$ cat config.mk
export PLATFORM = sky130hd
export DESIGN_NAME = mode_counter
export DESIGN_NICKNAME = d
export VERILOG_FILES = /design/src/rtl/mode_counter_pkg.sv /design/src/rtl/mode_counter.sv
export SDC_FILE = /design/constraint.sdc
export NUM_CORES = 1
export LEC_CHECK = 0
export ABC_AREA = 0
export CAP_MARGIN = 20
export CORE_MARGIN = 2
export CORE_UTILIZATION = 35
export DETAILED_ROUTE_END_ITERATION = 8
export SYNTH_ARGS = -nofsm -noshare
export SYNTH_HDL_FRONTEND = slang
export SYNTH_SLANG_ARGS = --single-unit
$ cat constraint.sdc
create_clock -name i_clk -period 5.19 [get_ports i_clk]
set_input_delay 0.519 -clock i_clk [delete_from_list [all_inputs] [get_ports i_clk]]
set_output_delay 0.519 -clock i_clk [all_outputs]
set_load 0.01 [all_outputs]
$ cat src/rtl/mode_counter_pkg.sv
// Shared types for the mode counter: counting-mode and FSM-state enums,
// plus the decoder that folds the reserved mode encoding onto wrap.
package mode_counter_pkg;

  typedef enum logic [1:0] {
    MODE_WRAP    = 2'b00,
    MODE_SAT     = 2'b01,
    MODE_ONESHOT = 2'b10
  } mode_e;

  typedef enum logic [1:0] {
    ST_IDLE = 2'b00,
    ST_RUN  = 2'b01,
    ST_DONE = 2'b10
  } state_e;

  // Encoding 2'b11 is reserved and behaves exactly like wrap.
  function automatic mode_e decode_mode(input logic [1:0] raw);
    case (raw)
      2'b01:   return MODE_SAT;
      2'b10:   return MODE_ONESHOT;
      default: return MODE_WRAP;
    endcase
  endfunction

endpackage

$ cat src/rtl/mode_counter.sv
// Up/down counter with wrap, saturate and one-shot modes, a small
// IDLE/RUN/DONE control FSM, synchronous clear and clamped load.
// Next-state values are formed combinationally and land in one register
// bank; o_busy/o_done are registered copies of the FSM state decode so
// the state is directly observable (IDLE = neither asserted).
module mode_counter
  import mode_counter_pkg::*;
#(
  parameter int COUNT_WD = 16
) (
  input  logic                i_clk,
  input  logic                i_rstb,
  input  logic                i_tm_reset,
  input  logic                i_tm_direction,
  input  logic [1:0]          i_mode,
  input  logic                i_en,
  input  logic                i_start,
  input  logic                i_load,
  input  logic [COUNT_WD-1:0] i_load_val,
  input  logic [COUNT_WD-1:0] i_limit,
  output logic [COUNT_WD-1:0] o_count,
  output logic                o_tc,
  output logic                o_busy,
  output logic                o_done
);

  localparam logic [COUNT_WD-1:0] ONE  = COUNT_WD'(1);
  localparam logic [COUNT_WD-1:0] ZERO = '0;

  state_e              r_state;
  logic [COUNT_WD-1:0] r_count;
  logic                r_tc;
  logic                r_busy;
  logic                r_done;

  state_e              w_state_nxt;
  logic [COUNT_WD-1:0] w_count_nxt;
  logic                w_tc_nxt;
  mode_e               w_mode;
  logic                w_down;
  logic                w_at_term;
  logic [COUNT_WD-1:0] w_load_clip;
  logic [COUNT_WD-1:0] w_start_val;

  assign w_mode      = decode_mode(i_mode);
  assign w_down      = i_tm_direction;
  // Counting up uses >= so a limit lowered below the count mid-run is
  // caught on the next enabled edge instead of running off to wrap.
  assign w_at_term   = w_down ? (r_count == ZERO) : (r_count >= i_limit);
  assign w_load_clip = (i_load_val > i_limit) ? i_limit : i_load_val;
  assign w_start_val = w_down ? i_limit : ZERO;

  // Next count / state / tc with priority: clear > load > start > step.
  always_comb begin
    w_state_nxt = r_state;
    w_count_nxt = r_count;
    w_tc_nxt    = 1'b0;
    if (i_tm_reset) begin
      w_state_nxt = ST_IDLE;
      w_count_nxt = ZERO;
    end else if (i_load) begin
      w_count_nxt = w_load_clip;
    end else if (i_start && (r_state != ST_RUN)) begin
      w_state_nxt = ST_RUN;
      w_count_nxt = w_start_val;
    end else if ((r_state == ST_RUN) && i_en) begin
      if (w_at_term) begin
        w_tc_nxt = 1'b1;
        case (w_mode)
          MODE_SAT: begin
            w_count_nxt = r_count;
          end
          MODE_ONESHOT: begin
            w_count_nxt = r_count;
            w_state_nxt = ST_DONE;
          end
          default: begin
            w_count_nxt = w_start_val;
          end
        endcase
      end else if (w_down) begin
        w_count_nxt = r_count - ONE;
      end else begin
        w_count_nxt = r_count + ONE;
      end
    end
  end

  // Single register bank for count, FSM state and the status flags.
  always_ff @(posedge i_clk or negedge i_rstb) begin
    if (!i_rstb) begin
      r_state <= ST_IDLE;
      r_count <= ZERO;
      r_tc    <= 1'b0;
      r_busy  <= 1'b0;
      r_done  <= 1'b0;
    end else begin
      r_state <= w_state_nxt;
      r_count <= w_count_nxt;
      r_tc    <= w_tc_nxt;
      r_busy  <= (w_state_nxt == ST_RUN);
      r_done  <= (w_state_nxt == ST_DONE);
    end
  end

  assign o_count = r_count;
  assign o_tc    = r_tc;
  assign o_busy  = r_busy;
  assign o_done  = r_done;

endmodule
[After elaboration in Yosys (flattened, before gate mapping)]
Cells that the tools add are included.
Operators by class
  equal/unequal tests: 9
  reduce and logical (&&, ||, !) cells: 6
  multiplexer cells: 22
  div/mod/pow operators: 0
  shift operators: 0
  bitwise logic cells: 0
  $add $sub $neg: 2
  multiply operators: 0
  $lt $le $gt $ge: 2
Operator list (number)
  2-to-1 mux 16 bit: 9
  adder 16 x 1 -> 16 bit, second input constant: 1
  >= comparator 16 bit: 1
  greater-than comparator 16 bit: 1
  zero test 16 bit: 1
  subtractor 16 x 1 -> 16 bit, second input constant: 1
  2-to-1 mux 2 bit: 6
  == test 2 x 1 -> 1 bit, second input constant: 4
  == test 2 bit, second input constant: 3
  2-to-1 mux 1 bit: 6
  inequality test 5 x 4 -> 1 bit, second input constant: 1
  case mux 2 bit (2 select lines): 1
  nonzero test 4 bit: 1
  logical AND 1 bit: 2
  inequality test 2 x 1 -> 1 bit, second input constant: 1
  AND reduction 2 bit: 1
  OR reduction 2 bit: 1
Word-level totals
  bits of input ports: 41
  bits in read-only memories: 0
  output and inout port bits: 19
  latch bits: 0
  memories kept: 0
  logic and storage cells: 46
  bits in writable memories: 0
  flip-flop bits (word level): 21

[Depth between registers and ports, before layout]
  word-level depth: 10
  mapped depth: 11

[Worst setup path after synthesis]
Ideal clock, no wire load.
  path type: input to register
  from: in i_limit[13]
  to: reg r_count[9] (netlist: o_count[9])
  slack: 2.711 ns
  stages: 10
  data arrival time: 2.358 ns
  cells stage by stage: inv_1 > ha_1 > a211oi_2 > o21ai_1 > a211o_1 > a21o_1 > buf_6 > a21oi_2 > o311ai_1 > a32o_1
Between the ends
  longest elaborated chain between the ends: 7
  elaborated cells on any way between the ends: 11
RTL lines
  start: declaration: line mode_counter.sv:20  | input logic [COUNT_WD-1:0] i_limit,
  >= comparator 16 bit: line mode_counter.sv:49  | assign w_at_term = w_down ? (r_count == ZERO) : (r_count >= i_limit);
  2-to-1 mux 1 bit: line mode_counter.sv:49
  2-to-1 mux 16 bit: line mode_counter.sv:67  | if (w_at_term) begin
  2-to-1 mux 16 bit: line mode_counter.sv:66  | end else if ((r_state == ST_RUN) && i_en) begin
  2-to-1 mux 16 bit: line mode_counter.sv:63  | end else if (i_start && (r_state != ST_RUN)) begin
  2-to-1 mux 16 bit: line mode_counter.sv:61  | end else if (i_load) begin
  2-to-1 mux 16 bit: line mode_counter.sv:58  | if (i_tm_reset) begin
  end signal: assignment: line mode_counter.sv:99  | r_count <= w_count_nxt;
  end: declaration: line mode_counter.sv:31  | logic [COUNT_WD-1:0] r_count;
Parallel ways exist; a longest one is shown, timed or not. The select of a mux whose other input is x is not followed.
A chain may end at the register's enable or synchronous reset.

[Final worst setup path]
  from: in i_tm_direction
  to: reg r_count[2] (netlist: o_count[2])
Between the ends
  longest elaborated chain between the ends: 7
  elaborated cells on any way between the ends: 11
RTL lines
  start: declaration: line mode_counter.sv:14  | input logic i_tm_direction,
  2-to-1 mux 16 bit: line mode_counter.sv:51  | assign w_start_val = w_down ? i_limit : ZERO;
  2-to-1 mux 16 bit: line mode_counter.sv:69  | case (w_mode)
  2-to-1 mux 16 bit: line mode_counter.sv:67
  2-to-1 mux 16 bit: line mode_counter.sv:66
  2-to-1 mux 16 bit: line mode_counter.sv:63
  2-to-1 mux 16 bit: line mode_counter.sv:61
  2-to-1 mux 16 bit: line mode_counter.sv:58
Parallel ways exist; a longest one is shown, timed or not. The select of a mux whose other input is x is not followed.

==> metrics.md <==
| Metric | Value |
|---|---|
| Post-synth EDFFs | `0` |
| Post-CTS setup buffers | `0` |
| Area Overhead vs Synth | `23.8%` |
| Critical Path Source Type | `primary input` |
| H-Tree Depth | `1` |
| Utilization after layout | `0.446` |
| Slew Viols, Final | `0` |
| Fmax achieved | `just under 0.3 GHz` |
| Total CTS buffers | `3` |
| Syn_nets | `~470` |
| I/O pin total | `60` |
| Placed inst area | `approximately 0.0038 sq mm` |
| Die height | `just under 100 um` |
| Syn_area_per_cell | `roughly 8.2 sq um` |
| MaxCap Viol Count | `0` |
| Critical Path End | `o_count[2]` |
| Input/output buffers | `roughly 60` |
| Post-DR wirelength/cell | `between 15 and 20 um` |
| Arrival time worst endpoint | `approximately 3.6 ns` |
| Worst Tran Pin Value | `0.886 ns` |
| Setup Total Neg Slack | `0 ns` |
| Post-synthesis cell area | `0.00312 sq mm` |
| Tmin final | `~3.4 ns` |
| # rows | `34` |
| Max Root-Sink Buffers | `2` |
| Crit path max fanout | `17` |
| CP max stage delay | `~0.94 ns` |
| Critical Path RT | `approximately 5.4 ns` |
| Sequential share of power | `0.272` |
| Total power | `approximately 0.8 mW` |
| Sw Share | `0.449` |
| Register area | `526 sq um` |
| Clock Latency Late Sink | `0.27 ns` |
| Skew final | `0.00835 ns` |
| CTS tree | `yes` |
| R2R depth | `8` |
| Gate power share | `0.585` |
| Crit path cell chain | `clkdlybuf4s50_1 > inv_1 > a41oi_2 > nand2_1 > a21oi_1 > a211oi_2 > a221o_1` |
| First DRT Iteration DRCs | `roughly 250` |
| Initial Util | `0.360` |
| Clock Sinks | `21` |
| Hold/Removal Path Class | `primary input to asynchronous set/reset pin` |
| DRC errors left | `0` |
| P_leak | `~1.6 nW` |
| Fin cells | `between 500 and 600` |
| Clock power frac | `0.143` |
| Fin crit share | `0.659` |
| Largest net degree at the start of global routing | `22` |
| Grt ovf | `0` |
| Reg2reg end | `o_count[3]` |
| Setup CP Type | `primary input to register` |
| Layout cells sized above 1 | `0.0721` |
| Clock root buffer | `clkbuf_8` |
| Vias in the first global route | `about 3,200` |
| Internal power | `~0.44 mW` |
| Top cells by area, synth | `ha_1 19%, dfrtp_1 17%, a21oi_1 6.4%, a211oi_1 4.6%, nand2_1 3.4%` |
| Worst IR Drop VDD | `roughly 90 uV` |
| Total number of vias | `roughly 3,300` |
| Outcome | `complete, no violations` |
| Post-synthesis sequential area ratio | `0.168` |
| Clock transition at path regs | `roughly 0.09 ns` |
| Synth top area share | `0.188` |
| NetSw | `around 0.36 mW` |
| Fill cell count | `between 900 and 1,000` |
| Area leader, netlist | `ha_1` |
| First-pass GRT wire length | `roughly 17 mm` |
| Die Area | `approximately 0.0097 sq mm` |
| Worst path slowest cell | `clkdlybuf4s50_1` |
| Nets | `520` |
| Crit path from | `i_tm_direction` |
| All-Layer GR Usage | `0.209` |
| Placeable Area | `between 0.008 and 0.009 sq mm` |
| Routed Antenna Nets | `0` |
| Worst reg2reg setup slack | `between 2 and 2.5 ns` |
| PostCTS Resize Cnt | `0` |
| Inserted Diodes | `0` |
| Dpl hpwl | `roughly 8.3 mm` |
| Multi-input combinational cell area | `between 0.002 and 0.0025 sq mm` |
| Iteration count of the initial detailed-routing pass | `6` |
| Cells after synthesis | `379` |
| Synth Flop Type | `dfrtp_1` |
| Antenna violations before repair | `0` |
| Yosys warns | `0` |
| Hold-fix buffers, CTS | `0` |
| Final-report setup violation count | `0` |
| #FFs+latches synth | `21` |
| Reg-to-Reg Start | `o_count[15]` |
| Vias/cell | `slightly above 6` |
| Final instance area | `0.00387 sq mm` |
| Placed cell count | `~530` |
| Library cells used by synthesis | `70` |
| Routed wire length | `between 10 and 15 mm` |
| RSZ-0062 raised after global routing | `no` |
| Pwr dens | `between 200 and 250 mW/mm^2` |
| Die W | `98.5 um` |
| Critical Path End Type | `register` |
| RD Place Congestion | `0.935` |
| Relative slew margins | `0.408` |
| Fin. Hold Viols | `0` |
| FFs w/ async S/R, synth | `1.00` |
## power by group through the flow
stage | logic (mW) | clock network [mW] | registers (mW)
CTS | 0.455 | 0.114 | 0.214
global route | 0.507 | 0.122 | 0.218
global placement | 0.449 | 0 | 0.218
detailed placement | 0.452 | 0 | 0.218
finish | 0.464 | 0.113 | 0.215
floorplan | 0.300 | 0 | 0.210
## cells by family after synthesis
logic type      after synthesis  synth area share
simple gates                103             0.180
xor+xnor                     11            0.0308
buf+inv                      42            0.0569
compound gates              152             0.362
mux                           2           0.00681
fa+ha+maj                    48             0.195
flops                        21             0.168
## cell type report
cell class | instances | area share
multi-input cells | 316 | 0.626
inverters | 25 | 0.0243
well taps | 108 | 0.0349
clock buffers | 4 | 0.0116
flip-flops and latches | 21 | 0.136
repair buffers | 64 | 0.168
## metal layers
layer / share of wire / wire [um] / global-route usage
met1: 0.47 / 4890 / 0.306
met2: 0.45 / 4720 / 0.340
met3: 0.058 / 601 / 0.0128
met4: 0.021 / 217 / 0.0495
met5: 0 / 0 / 0
## critical path, delay by kind of cell
family                 cells  cell delay (ns)
AOI/OAI and AO/OA          4             1.40
buffers and inverters      2             1.34
and+or+nand+nor            1             0.30
## through the flow
step / setup slack [ns] / hold slack (ns)
floorplan: 2.71 / 0.223
global placement: 1.57 / 0.579
detailed placement: 1.52 / 0.586
CTS: 1.83 / 0.606
global route: 1.58 / 0.504
finish: 1.77 / 0.497
## flip-flops by register name (all words and copies together) (netlist names)
signal,flops
o_count,16
r_state,2
o_busy,1
o_done,1
o_tc,1
## worst min-delay path by stage
| stage | end | slack, ns |
|---|---|---|
| floorplan | o_busy | 0.22 |
| global placement | o_count[12] | 0.58 |
| detailed placement | o_count[13] | 0.59 |
| CTS | o_count[13] | 0.61 |
| global route | o_done | 0.50 |
| finish | o_done | 0.50 |
## cell usage in the layout, fill, tap and decap left out, types with 4 or more instances in the layout
cell type | synthesis | routed
o21ai_1 | 11 | 11
a211o_1 | 4 | 4
o221ai_1 | 4 | 4
a21oi_1 | 40 | 40
nor2b_1 | 4 | 4
o31ai_1 | 6 | 6
o211ai_1 | 8 | 8
o21a_1 | 4 | 4
a211oi_1 | 19 | 19
nand4_1 | 12 | 12
buf_4 | 0 | 4
nor3_1 | 8 | 8
a21o_1 | 8 | 8
nand3_1 | 11 | 11
inv_1 | 22 | 22
clkdlybuf4s50_1 | 0 | 59
a31oi_1 | 7 | 7
nor2_1 | 17 | 17
dfrtp_1 | 21 | 21
nor4_1 | 4 | 4
nand2_1 | 28 | 28
o21ai_0 | 5 | 5
ha_1 | 47 | 47
xnor2_1 | 4 | 4
xor2_1 | 7 | 7
## cell usage after synthesis, types with 2 or more instances
| cell type | instances |
|---|---|
| clkinv_1 | 2 |
| a211oi_1 | 19 |
| a311oi_1 | 2 |
| a211oi_2 | 2 |
| nor2_1 | 17 |
| nor2b_1 | 4 |
| xnor2_1 | 4 |
| clkbuf_1 | 6 |
| a211o_1 | 4 |
| a31oi_1 | 7 |
| o2111ai_1 | 3 |
| ha_1 | 47 |
| a221oi_1 | 2 |
| buf_2 | 10 |
| a21oi_1 | 40 |
| nand2b_1 | 3 |
| o21ai_0 | 5 |
| o21a_1 | 4 |
| nand3_1 | 11 |
| dfrtp_1 | 21 |
| inv_1 | 22 |
| o211ai_1 | 8 |
| o31ai_1 | 6 |
| nand2_2 | 2 |
| a221o_1 | 3 |
| xor2_1 | 7 |
| o221ai_1 | 4 |
| nor3_1 | 8 |
| a21o_1 | 8 |
| nand2_1 | 28 |
| a21oi_2 | 2 |
| o21ai_2 | 2 |
| a221oi_4 | 2 |
| a41oi_2 | 2 |
| nor4_1 | 4 |
| a41oi_1 | 3 |
| nand4_1 | 12 |
| o21ai_1 | 11 |
Note: power is estimated with default switching activity, not from simulation.
